<file path="src/rtl/mem_arbiter.sv">
// Two-requester (fetch IF / data D) arbiter in front of one single-port synchronous memory.
// Optional macro DATA_PRIO_EN: D always wins ties instead of round-robin.
module mem_arbiter #(
    parameter int AW      = 16,
    parameter int DW      = 32,
    parameter int MEM_LAT = 1
) (
    input  logic          clk,
    input  logic          rst,
    input  logic          if_req,
    input  logic [AW-1:0] if_addr,
    output logic          if_gnt,
    output logic          if_rvalid,
    output logic [DW-1:0] if_rdata,
    input  logic          d_req,
    input  logic          d_we,
    input  logic [AW-1:0] d_addr,
    input  logic [DW-1:0] d_wdata,
    output logic          d_gnt,
    output logic          d_rvalid,
    output logic [DW-1:0] d_rdata,
    output logic          mem_en,
    output logic          mem_we,
    output logic [AW-1:0] mem_addr,
    output logic [DW-1:0] mem_wdata,
    input  logic [DW-1:0] mem_rdata
);

    localparam logic [0:0] S_IDLE = 1'b0;
    localparam logic [0:0] S_WAIT = 1'b1;
    localparam logic [1:0] LAT_M1 = 2'(MEM_LAT - 1);

    logic [0:0] r_state;
    logic [1:0] r_cnt;
    logic       r_pend;
    logic       r_owner;    // 1 = D owns the read in flight
`ifndef DATA_PRIO_EN
    logic       r_last_d;   // 1 = last grant went to D
`endif

    logic w_grantable;
    logic w_ret;
    logic w_pick_d;
    logic w_gnt;
    logic w_gnt_d;
    logic w_gnt_if;
    logic w_rd;

    // Outputs are gated by rst so nothing leaks out while reset is asserted.
    assign w_grantable = rst && (r_state == S_IDLE);
    assign w_ret       = rst && r_pend && (r_state == S_IDLE);

`ifdef DATA_PRIO_EN
    assign w_pick_d = d_req;
`else
    assign w_pick_d = d_req && (!if_req || !r_last_d);
`endif

    assign w_gnt    = w_grantable && (if_req || d_req);
    assign w_gnt_d  = w_gnt && w_pick_d;
    assign w_gnt_if = w_gnt && !w_pick_d;
    assign w_rd     = w_gnt_if || (w_gnt_d && !d_we);

    always_ff @(posedge clk) begin
        if (!rst) begin
            r_state <= S_IDLE;
            r_cnt   <= 2'd0;
            r_pend  <= 1'b0;
            r_owner <= 1'b0;
`ifndef DATA_PRIO_EN
            r_last_d <= 1'b1;
`endif
        end else begin
`ifndef DATA_PRIO_EN
            if (w_gnt) begin
                r_last_d <= w_gnt_d;
            end
`endif
            if (w_rd) begin
                r_pend  <= 1'b1;
                r_owner <= w_gnt_d;
                r_cnt   <= LAT_M1;
                r_state <= (MEM_LAT > 1) ? S_WAIT : S_IDLE;
            end else if (r_state == S_WAIT) begin
                r_cnt <= r_cnt - 2'd1;
                if (r_cnt == 2'd1) begin
                    r_state <= S_IDLE;
                end
            end else if (w_ret) begin
                r_pend <= 1'b0;
            end
        end
    end

    assign if_gnt    = w_gnt_if;
    assign d_gnt     = w_gnt_d;
    assign mem_en    = w_gnt;
    assign mem_we    = w_gnt_d && d_we;
    assign mem_addr  = w_gnt_d ? d_addr : (w_gnt_if ? if_addr : '0);
    assign mem_wdata = w_gnt_d ? d_wdata : '0;

    // Read data passes straight through to whoever owns the returning read.
    assign if_rvalid = w_ret && !r_owner;
    assign d_rvalid  = w_ret && r_owner;
    assign if_rdata  = if_rvalid ? mem_rdata : '0;
    assign d_rdata   = d_rvalid ? mem_rdata : '0;

endmodule

</file>
<file path="config.mk">
export PLATFORM = sky130hd
export DESIGN_NAME = mem_arbiter
export DESIGN_NICKNAME = d
export VERILOG_FILES = /design/src/rtl/mem_arbiter.sv
export SDC_FILE = /design/constraint.sdc
export NUM_CORES = 1
export LEC_CHECK = 0
export ABC_AREA = 0
export CORE_AREA = 3 3 83 85
export CTS_BUF_LIST = sky130_fd_sc_hd__clkbuf_8 sky130_fd_sc_hd__clkbuf_16
export CTS_CLUSTER_SIZE = 10
export DETAILED_ROUTE_END_ITERATION = 8
export DIE_AREA = 0 0 86 88
export DONT_BUFFER_PORTS = 1
export SLEW_MARGIN = 5
export SYNTH_ARGS = -nofsm -noshare
export SYNTH_HDL_FRONTEND = slang
export SYNTH_SLANG_ARGS = --single-unit
export TNS_END_PERCENT = 10
</file>
<file path="constraint.sdc">
create_clock -name clk -period 3.1 [get_ports clk]
set_input_delay 0.62 -clock clk [delete_from_list [all_inputs] [get_ports clk]]
set_output_delay 0.62 -clock clk [all_outputs]
set_load 0.02 [all_outputs]
</file>
Word level (Yosys, flattened, before mapping)
Index checks and enable logic that the tools add are counted.
Widths: inputs -> output; s select.
{"block": "word_totals", "inputBits": 101, "register_bits": 6}
{"block": "op_classes", "mux": 9, "add_sub_neg": 1, "eq_ne": 2, "n_bitwise": 2, "n_reduce_logical": 23}
{"cell": "$mux 32", "n": 3}
{"cell": "$mux 16", "n": 2}
{"cell": "$logic_and 1x1->1", "n": 11}
{"cell": "$logic_not 1->1", "n": 5}
{"cell": "$mux 1", "n": 4}
{"cell": "$logic_or 1x1->1", "n": 3}
{"cell": "$reduce_or 3->1", "n": 1}
{"cell": "$eq 2x1->1 const B", "n": 1}
{"cell": "$ne 2x1->1 const B", "n": 1}
{"cell": "$not 1->1", "n": 2}
{"cell": "$reduce_and 2->1", "n": 1}
{"cell": "$reduce_bool 2->1", "n": 1}
{"cell": "$reduce_or 2->1", "n": 1}
{"cell": "$sub 2x1->2 const B", "n": 1}

Longest topological paths before layout
Gate-level depths: netlist (run 1).
{"block": "logic_depth", "depth_word": 8, "depth_mapped": 6, "mapped_depth_nobuf": 4}

Worst setup path after synthesis (run 1)
OpenSTA, ideal clock, no wires.
{"block": "synth_timing", "path_kind": "input to output", "start": "input d_req", "end": "output mem_addr[10]", "slack_ns": 0.982, "arrival_ns": 1.498, "required_time_ns": 2.480, "path_buffers": 1, "stages": 4, "cell_sequence": "and2b_1 -> nor4_4 -> buf_6 -> a22o_2"}
{"block": "synth_between", "elab_chain_cells": 5}
{"element": "start: declaration", "line": "15", "source": "input logic d_req,"}
{"element": "$logic_or 1x1->1 or $logic_and 1x1->1 (tied branches)", "line": "59, 56"}
{"element": "$logic_and 1x1->1 or $logic_not 1->1 (tied branches)", "line": "59, 61"}
{"element": "$logic_and 1x1->1 (*)", "line": "61", "source": "assign w_gnt_if = w_gnt && !w_pick_d;"}
{"element": "named net if_gnt", "line": "12", "source": "output logic if_gnt,"}
{"element": "$mux 16 (*) (2 in a row)", "line": "99", "source": "assign mem_addr = w_gnt_d ? d_addr : (w_gnt_if ? if_addr : '0);"}
{"element": "end: declaration", "line": "24", "source": "output logic [AW-1:0] mem_addr,"}
Mark *: on every way through the listed nets, which the timed path passes. The rest lies on a longest branch.

Worst setup path in the final report (run 1)
{"block": "layout_timing", "start": "register r_state", "end": "output d_rdata[8]"}
{"block": "layout_between", "elab_chain_cells": 4}
{"element": "start: declaration", "line": "33", "source": "logic [0:0] r_state;"}
{"element": "start signal: assignment", "line": "83", "source": "r_state <= (MEM_LAT > 1) ? S_WAIT : S_IDLE;"}
{"element": "$not 1->1 (no source line)"}
{"element": "$logic_and 1x1->1", "line": "51", "source": "assign w_ret = rst && r_pend && (r_state == S_IDLE);"}
{"element": "$logic_and 1x1->1", "line": "104", "source": "assign d_rvalid = w_ret && r_owner;"}
{"element": "$mux 32", "line": "106", "source": "assign d_rdata = d_rvalid ? mem_rdata : '0;"}
{"element": "end: declaration", "line": "21", "source": "output logic [DW-1:0] d_rdata,"}
No other way between the ends.

==> flow_metrics.py, run 1 <==
metrics = {
    "critical_path": {
        "critPathLaunch": "r_state",
        "setup.worst_path.end_class": "output pin",
        "capture_instance_of_the_worst_register_to_register_path": "r_last_d",
        "critPathRequiredTime_ns": 2.48,
        "setup.worst_path.end": "d_rdata[8]",
        "start_kind": "flip-flop",
        "critPathKind": "flip-flop to output pin",
        "reg2regPathDepth": 4,
        "timing.reg2reg.setup_slack_ns": 1.66,
        "crit_path_max_fanout": 33,
        "reg2reg_from": "r_state",
        "worstPathArrival_ns": 1.90,
    },
    "clock_tree": {
        "post_cts_resize_count": 0,
        "worst_skew_pair.late_latency_ns": 0.22,
        "number_of_clock_buffers_inserted_by_tritoncts": 3,
        "cts-root-buf": "clkbuf_8",
        "cts-hold-fix-buffers": 0,
        "max_h_tree_level": 1,
        "post-cts-setup-buffers": 0,
        "clock-sinks": 6,
        "path_clk_slew_ns": 0.04,
        "cts.path.max_buffers": 2,
        "tritoncts": "yes",
    },
    "routing": {
        "detail_route.wirelength_um": 4890,
        "pre_antenna_drt_iters": 4,
        "antenna_left": 0,
        "initialDrtViolationCount": 27,
        "post_drt_via_cell_ratio": 5.02,
        "top_signal_layer_used": "met3",
        "routed-wl-met2_um": 2480,
        "detail_route.wl_per_cell_um": 21.1,
        "met3_length_um": 705,
        "via_count": 1159,
        "drc": 0,
        "drt-met1-wl_um": 1700,
    },
    "grt": {
        "global_route.overflow_total": 0,
        "grt.total_usage_pct": 10.3,
        "first_global_vias": 970,
        "grt_first_pass_wirelength_um": 5750,
        "grt_max_degree": 52,
        "grt_antenna_before_repair": 0,
    },
    "synthesis": {
        "synth_largest_type_area_fraction_pct": 51.5,
        "syn_nets": 263,
        "synthCells": 161,
        "yosys-top-cells-area": "and2_1 52%, dfxtp_1 10%, a22o_2 7.7%, a22o_1 5.2%, buf_6 4.8%",
        "synth.yosys.seq_area_share_pct": 10.2,
        "synth_edf_count": 0,
        "synth.largest_area_cell": "and2_1",
        "synth.yosys.warnings": 0,
        "synth-main-ff-cell": "dfxtp_1",
        "syn_area_per_cell_um2": 7.31,
        "synthDistinctLibCells": 30,
        "synthArstFlopShare_pct": 0,
        "syn-cell-area_mm2": 0.00118,
        "yosys_register_bits": 6,
    },
    "hold_path": {
        "hold_path_class": "flip-flop to flip-flop",
        "holdCritStartpoint": "r_pend",
    },
    "pwr": {
        "power_frac_clock_pct": 32.9,
        "power.density_cell_area_mw_per_mm2": 277,
        "p_leak_nw": 0.530,
        "p_comb_share_pct": 43.2,
        "internal_power_mw": 0.205,
        "sequential_share_of_power_pct": 23.9,
        "power.switching_mw": 0.141,
        "p_sw_share_pct": 40.8,
        "ir_worst_vdd_uv": 164,
    },
    "die": {
        "io_pins": 219,
        "dieArea_mm2": 0.00757,
        "die_width_um": 86,
        "core-area_mm2": 0.00628,
        "start_util_pct": 18.8,
        "fp.dieH_um": 88,
        "rows": 29,
    },
    "timing": {
        "achievable-frequency_mhz": 397,
        "rsz0062_at_grt": "false",
        "setup_total_negative_slack_ns": 0,
        "fin_crit_ns": 2.52,
        "finalWorstSetupSlack_ns": 0.581,
        "tightestPinTransition_ns": 0.765,
        "report.final.slew_viol_count": 0,
        "slew_headroom_pct": 49.0,
        "fin_skew_ns": 0.00437,
        "hold_viol_final": 0,
        "report.final.setup_viol": 0,
        "final.period_utilization_pct": 81.3,
        "fin_worst_hold_slack_ns": 0.491,
    },
    "flow_run": {
        "maxCapViolCount": 0,
    },
    "placement": {
        "dp_slack_ns": 0.665,
        "place_congestion": 0.724,
        "hpwl_after_dpl_um": 4500,
        "buffer_ports.inserted": 0,
    },
    "final_layout": {
        "layout_common_cells": "97 x and2_1, 9 x a22o_2, 7 x a22o_1",
        "diodes": 0,
        "post_route_cells_drive_above_1_share_pct": 12.3,
        "nets": 258,
        "fillerInstances": 707,
        "layout.core_utilization_pct": 19.9,
        "syn_to_final_growth_pct": 6.06,
        "final_common_cell": "and2_1",
    },
    "run_status": {
        "status": "completed",
    },
}
==> power by group through the flow <==
| stage | clock network [mW] | logic, mW | registers [mW] |
|---|---|---|---|
| final | 0.114 | 0.150 | 0.0829 |
| after global placement | 0 | 0.150 | 0.0838 |
| after floorplan | 0 | 0.142 | 0.0834 |
| after detailed placement | 0 | 0.151 | 0.0839 |
| after CTS | 0.118 | 0.151 | 0.0827 |
| after global routing | 0.124 | 0.159 | 0.0833 |
==> kinds of logic after synthesis <==
| family | count (synthesis) | synth area share (%) |
|---|---|---|
| buf+inv | 18 | 9.46 |
| mux | 1 | 0.850 |
| flops | 6 | 10.2 |
| compound gates | 23 | 17.2 |
| fa+ha+maj | 1 | 1.06 |
| xor+xnor | 1 | 0.744 |
| simple gates | 111 | 60.5 |
==> cells in the mapped netlist, types with 2 or more instances <==
library cell	instances
a211oi_1	2
a22o_1	7
a22o_2	9
and2_1	97
and3_1	2
buf_2	3
buf_6	5
clkbuf_1	4
clkbuf_2	2
dfxtp_1	6
inv_1	3
nand2_1	2
nor2_1	2
==> worst min path at each step <==
stage / end / slack, ns / depth (start not counted)
floorplan: r_pend / 0.46 / 2
global placement: r_pend / 0.48 / 2
detailed placement: r_pend / 0.48 / 2
CTS: r_pend / 0.49 / 2
global route: r_owner / 0.53 / 1
finish: r_pend / 0.49 / 2
==> flip-flops by register name, summed over array words and instances, names as in the netlist <==
name / count
r_cnt: 2
r_last_d: 1
r_owner: 1
r_pend: 1
r_state: 1
==> worst max-delay path: stages (launching register included) <==
cell,delay [ns]
dfxtp_1,0.43
nor2b_4,0.20
and3_1,0.68
and2_1,0.36
==> final cells by class <==
cell class / instances / area [µm²] / area share, %
flip-flops and latches: 6 / 120 / 9.62
inverters: 4 / 15.0 / 1.20
multi-input cells: 137 / 946 / 75.8
clock buffers: 3 / 41.3 / 3.31
repair buffers: 4 / 30.0 / 2.40
well taps: 77 / 96.3 / 7.72
==> layer usage <==
layer	GRT usage, %	vias to the layer above
li1	-	510
met1	11.5	517
met2	19.8	132
met3	3.29	0
met4	0.863	0
met5	0	-
==> stage by stage <==
stage	power, mW	instances	cell area, µm²
3_3_place_gp	0.234	228	1210
2_1_floorplan	0.226	161	1180
6_report	0.346	231	1250
4_1_cts	0.352	231	1250
5_1_grt	0.367	231	1250
3_5_place_dp	0.235	228	1210
Power figures use the tool's default switching activity.
==> run 2: changes to the inputs <==
==> constraint.sdc (replaced) <==
create_clock -name clk -period 2.55 [get_ports clk]
set_input_delay 0.51 -clock clk [delete_from_list [all_inputs] [get_ports clk]]
set_output_delay 0.51 -clock clk [all_outputs]
set_load 0.02 [all_outputs]
==> flow_metrics.py, run 2 (same netlist as run 1, synthesis figures left out) <==
metrics = {
    "grt": {
        "first_global_vias": 998,
        "grt_max_degree": 52,
        "grt.total_usage_pct": 10.4,
        "grt_first_pass_wirelength_um": 5880,
        "global_route.overflow_total": 0,
        "grt_antenna_before_repair": 0,
    },
    "timing": {
        "setup_total_negative_slack_ns": 0,
        "slew_headroom_pct": 72.2,
        "fin_crit_ns": 2.13,
        "achievable-frequency_mhz": 469,
        "rsz0062_at_grt": "false",
        "hold_viol_final": 0,
        "tightestPinTransition_ns": 0.417,
        "report.final.setup_viol": 0,
        "finalWorstSetupSlack_ns": 0.416,
        "fin_skew_ns": 0.000364,
        "final.period_utilization_pct": 83.7,
        "report.final.slew_viol_count": 0,
    },
    "routing": {
        "antenna_left": 0,
        "initialDrtViolationCount": 9,
        "drc": 0,
        "pre_antenna_drt_iters": 4,
        "detail_route.wl_per_cell_um": 21.1,
        "via_count": 1165,
        "post_drt_via_cell_ratio": 5.04,
        "detail_route.wirelength_um": 4880,
    },
    "final_layout": {
        "layout_common_cells": "97 x and2_1, 9 x a22o_2, 7 x a22o_1",
        "largest_register_ffs": 2,
        "syn_to_final_growth_pct": 7.12,
        "post_route_cells_drive_above_1_share_pct": 12.3,
        "nets": 258,
        "fillerInstances": 710,
        "final_common_cell": "and2_1",
        "largest-register": "r_cnt",
        "diodes": 0,
    },
    "clock_tree": {
        "post_cts_resize_count": 0,
        "clock-sinks": 6,
        "cts-root-buf": "clkbuf_8",
        "worst_skew_pair.late_latency_ns": 0.22,
        "tritoncts": "yes",
        "post-cts-setup-buffers": 0,
        "path_clk_slew_ns": 0.04,
        "cts.path.max_buffers": 2,
        "cts-hold-fix-buffers": 0,
        "max_h_tree_level": 1,
        "number_of_clock_buffers_inserted_by_tritoncts": 3,
    },
    "critical_path": {
        "crit_path_max_fanout": 51,
        "critPathKind": "flip-flop to output pin",
        "chain_of_cells_forming_the_critical_path": "nor2b_4 > and3_1 > buf_12 > a22o_1",
        "critPathRequiredTime_ns": 2.04,
        "crit_slowest_cell": "dfxtp_1",
        "worstPathArrival_ns": 1.62,
        "cp_slowest_stage_delay_ns": 0.56,
        "start_kind": "flip-flop",
        "setup.worst_path.end_class": "output pin",
    },
    "hold_path": {
        "hold_path_class": "input port to flip-flop",
    },
    "run_status": {
        "status": "completed",
    },
    "die": {
        "rows": 29,
        "die_width_um": 86,
        "core-area_mm2": 0.00628,
        "start_util_pct": 18.8,
        "fp.dieH_um": 88,
        "io_pins": 219,
        "dieArea_mm2": 0.00757,
    },
    "placement": {
        "buffer_ports.inserted": 0,
        "hpwl_after_dpl_um": 4520,
        "dp_slack_ns": 0.604,
        "place_congestion": 0.811,
    },
    "pwr": {
        "p_leak_nw": 0.533,
        "power.density_cell_area_mw_per_mm2": 339,
        "ir_worst_vdd_uv": 192,
    },
    "flow_run": {
        "maxCapViolCount": 0,
    },
}
## run 2: critical path, delay by kind of cell (launching register included)
kind                   cells  cell delay [ns]
AO/OA/AOI/OAI              1             0.34
buffers and inverters      1             0.17
flip-flops                 1             0.56
AND/OR/NAND/NOR            2             0.31
## run 2: final timing paths
kind                start           to  slack [ns]  depth (start not counted)
setup / recovery  r_state  mem_addr[2]        0.42                          4
hold / removal        rst      r_owner        0.42                          1
setup reg to reg  r_state     r_last_d        1.22                          4
hold reg to reg    r_pend       r_pend        0.49                          2
## run 2: area by class of cell
type,count,area [µm²],area share (%)
Timing Repair Buffer,4,42.5,3.37
Clock buffer,3,41.3,3.27
Tap cell,77,96.3,7.64
Inverter,4,15.0,1.19
Multi-Input combinational cell,137,946,75.0
Sequential cell,6,120,9.52
## run 2: per-stage QoR
step	utilization [%]	hold WS [ns]	area, µm²	power (mW)	cells
2_1_floorplan	-	0.459	1180	0.274	161
3_3_place_gp	19.4	0.480	1220	0.286	228
4_1_cts	20.1	0.417	1260	0.434	231
5_1_grt	20.1	0.423	1260	0.447	231
6_report	20.1	0.423	1260	0.428	231
3_5_place_dp	19.4	0.479	1220	0.287	228
## run 2: metal layers
layer	GRT usage [%]	wire, µm	vias up
li1	-	-	509
met1	11.7	1690	513
met2	19.8	2450	139
met3	2.26	683	4
met4	2.59	54	0
met5	0	0	-
## run 2: power breakdown
group / total, mW / switching (mW) / internal, mW
logic: 0.184 / 0.132 / 0.0523
registers: 0.101 / 0.00233 / 0.0983
clock network: 0.143 / 0.0416 / 0.102
total: 0.428 / 0.176 / 0.252
==> run 3: changes to the inputs <==
==> constraint.sdc (replaced) <==
create_clock -name clk -period 1.8 [get_ports clk]
set_input_delay 0.36 -clock clk [delete_from_list [all_inputs] [get_ports clk]]
set_output_delay 0.36 -clock clk [all_outputs]
set_load 0.02 [all_outputs]
==> flow_metrics.py, run 3 (same netlist as run 1, synthesis figures left out) <==
metrics = {
    "clock_tree": {
        "tritoncts": "yes",
        "post-cts-setup-buffers": 0,
        "max_h_tree_level": 1,
        "worst_skew_pair.late_latency_ns": 0.22,
        "path_clk_slew_ns": 0.04,
        "number_of_clock_buffers_inserted_by_tritoncts": 3,
        "cts-root-buf": "clkbuf_8",
        "cts.path.max_buffers": 2,
        "clock-sinks": 6,
    },
    "timing": {
        "tightestPinTransition_ns": 0.296,
        "fin_crit_ns": 1.78,
        "slew_headroom_pct": 80.1,
        "final.period_utilization_pct": 99.2,
        "setup_total_negative_slack_ns": 0,
        "fin_skew_ns": 0.00126,
        "report.final.setup_viol": 0,
        "hold_viol_final": 0,
        "achievable-frequency_mhz": 560,
        "finalWorstSetupSlack_ns": 0.0151,
        "rsz0062_at_grt": "true",
        "report.final.slew_viol_count": 0,
        "fin_worst_hold_slack_ns": 0.270,
    },
    "final_layout": {
        "multi_input_area_mm2": 0.00110,
        "fillerInstances": 681,
        "diodes": 0,
        "final_common_cell": "and2_2",
        "layout_common_cells": "82 x and2_2, 15 x a22o_2, 11 x and2_4",
        "instances_no_fill": 234,
        "largest_register_ffs": 2,
        "syn_to_final_growth_pct": 26.9,
        "layout.core_utilization_pct": 23.8,
        "post_route_cells_drive_above_1_share_pct": 79.0,
        "layout.area.seq_um2": 124,
        "largest-register": "r_cnt",
        "nets": 261,
    },
    "routing": {
        "post_drt_via_cell_ratio": 5.08,
        "drc": 0,
        "antenna_left": 0,
        "via_count": 1189,
        "detail_route.wl_per_cell_um": 22.9,
        "initialDrtViolationCount": 18,
        "pre_antenna_drt_iters": 4,
        "detail_route.wirelength_um": 5360,
    },
    "pwr": {
        "ir_worst_vdd_uv": 265,
        "power.density_cell_area_mw_per_mm2": 435,
        "p_leak_nw": 0.654,
        "p_sw_share_pct": 39.5,
        "power.switching_mw": 0.257,
        "sequential_share_of_power_pct": 21.7,
        "p_comb_share_pct": 47.3,
        "power_frac_clock_pct": 31.0,
        "internal_power_mw": 0.394,
    },
    "critical_path": {
        "critPathLaunch": "r_last_d",
        "capture_instance_of_the_worst_register_to_register_path": "r_last_d",
        "setup.worst_path.end_class": "output pin",
        "worstPathArrival_ns": 1.42,
        "reg2reg_from": "r_state",
        "crit_path_max_fanout": 17,
        "critPathKind": "flip-flop to output pin",
        "timing.reg2reg.setup_slack_ns": 0.65,
        "start_kind": "flip-flop",
        "reg2regPathDepth": 4,
        "setup.worst_path.end": "mem_addr[2]",
        "critPathRequiredTime_ns": 1.44,
    },
    "grt": {
        "first_global_vias": 1008,
        "grt_max_degree": 52,
        "grt_util_met3_pct": 3.01,
        "global_route.peak_usage_layer": "met2",
        "grt.total_usage_pct": 11.0,
        "global_route.overflow_total": 0,
        "gr-usage-met1_pct": 11.6,
        "grt_first_pass_wirelength_um": 6060,
        "met2_usage_pct": 21.4,
        "grt_antenna_before_repair": 0,
    },
    "placement": {
        "place_inst": 230,
        "hpwl_after_dpl_um": 4640,
        "buffer_ports.inserted": 0,
        "dp_slack_ns": 0.156,
        "place_congestion": 0.762,
    },
    "flow_run": {
        "maxCapViolCount": 0,
    },
    "die": {
        "dieArea_mm2": 0.00757,
        "die_width_um": 86,
        "io_pins": 219,
        "rows": 29,
        "fp.dieH_um": 88,
        "start_util_pct": 18.8,
        "core-area_mm2": 0.00628,
    },
    "hold_path": {
        "hold_path_class": "input port to flip-flop",
    },
    "run_status": {
        "status": "completed",
    },
}
-- run 3: cell types whose count changed in the layout (fill, tap and decap cells not counted), moves of 3 or more --
cell    before  now
a22o_2       9   15
and2_4       0   11
buf_12       1    4
a22o_1       7    0
and2_1      97    4
and2_2       0   82
-- run 3: per-layer routing --
layer	up-vias	share of wire, %
li1	513	-
met1	542	33
met2	130	53
met3	4	13
met4	0	0.60
met5	-	0
-- run 3: repair_timing --
action                                  in CTS  in global routing
endpoints found under the setup margin      91                105
resized for setup                           24                 91
gates cloned                                 0                  1
hold buffers                                 0                  0
-- run 3: critical path: stages (launching register included) --
cell	delay (ns)
dfxtp_1	0.33
and2b_1	0.23
nor4_4	0.22
buf_12	0.20
a22o_2	0.22
-- run 3: final cells by class --
class,count,share of cell area [%]
clock buffers,3,2.76
inverters,4,1.01
multi-input cells,137,73.5
flip-flops and latches,6,8.29
well taps,77,6.45
repair buffers,7,8.04
-- run 3: worst min-delay path by stage --
stage / end / cells after the start / from
6_report: r_owner / 1 / rst
5_1_grt: r_owner / 1 / rst
4_1_cts: r_owner / 1 / rst
3_5_place_dp: r_pend / 2 / r_pend
3_3_place_gp: r_pend / 2 / r_pend
2_1_floorplan: r_pend / 2 / r_pend
-- run 3: metrics by stage --
stage / instance area [µm²] / power [mW]
4_1_cts: 1340 / 0.632
5_1_grt: 1490 / 0.681
2_1_floorplan: 1180 / 0.388
6_report: 1490 / 0.651
3_3_place_gp: 1270 / 0.416
3_5_place_dp: 1270 / 0.418
-- run 3: power groups by stage --
| stage | clock network [mW] | logic (mW) | registers, mW |
|---|---|---|---|
| 2_1_floorplan | 0 | 0.245 | 0.144 |
| 5_1_grt | 0.214 | 0.325 | 0.142 |
| 4_1_cts | 0.209 | 0.280 | 0.143 |
| 6_report | 0.202 | 0.308 | 0.141 |
| 3_3_place_gp | 0 | 0.271 | 0.145 |
| 3_5_place_dp | 0 | 0.273 | 0.145 |
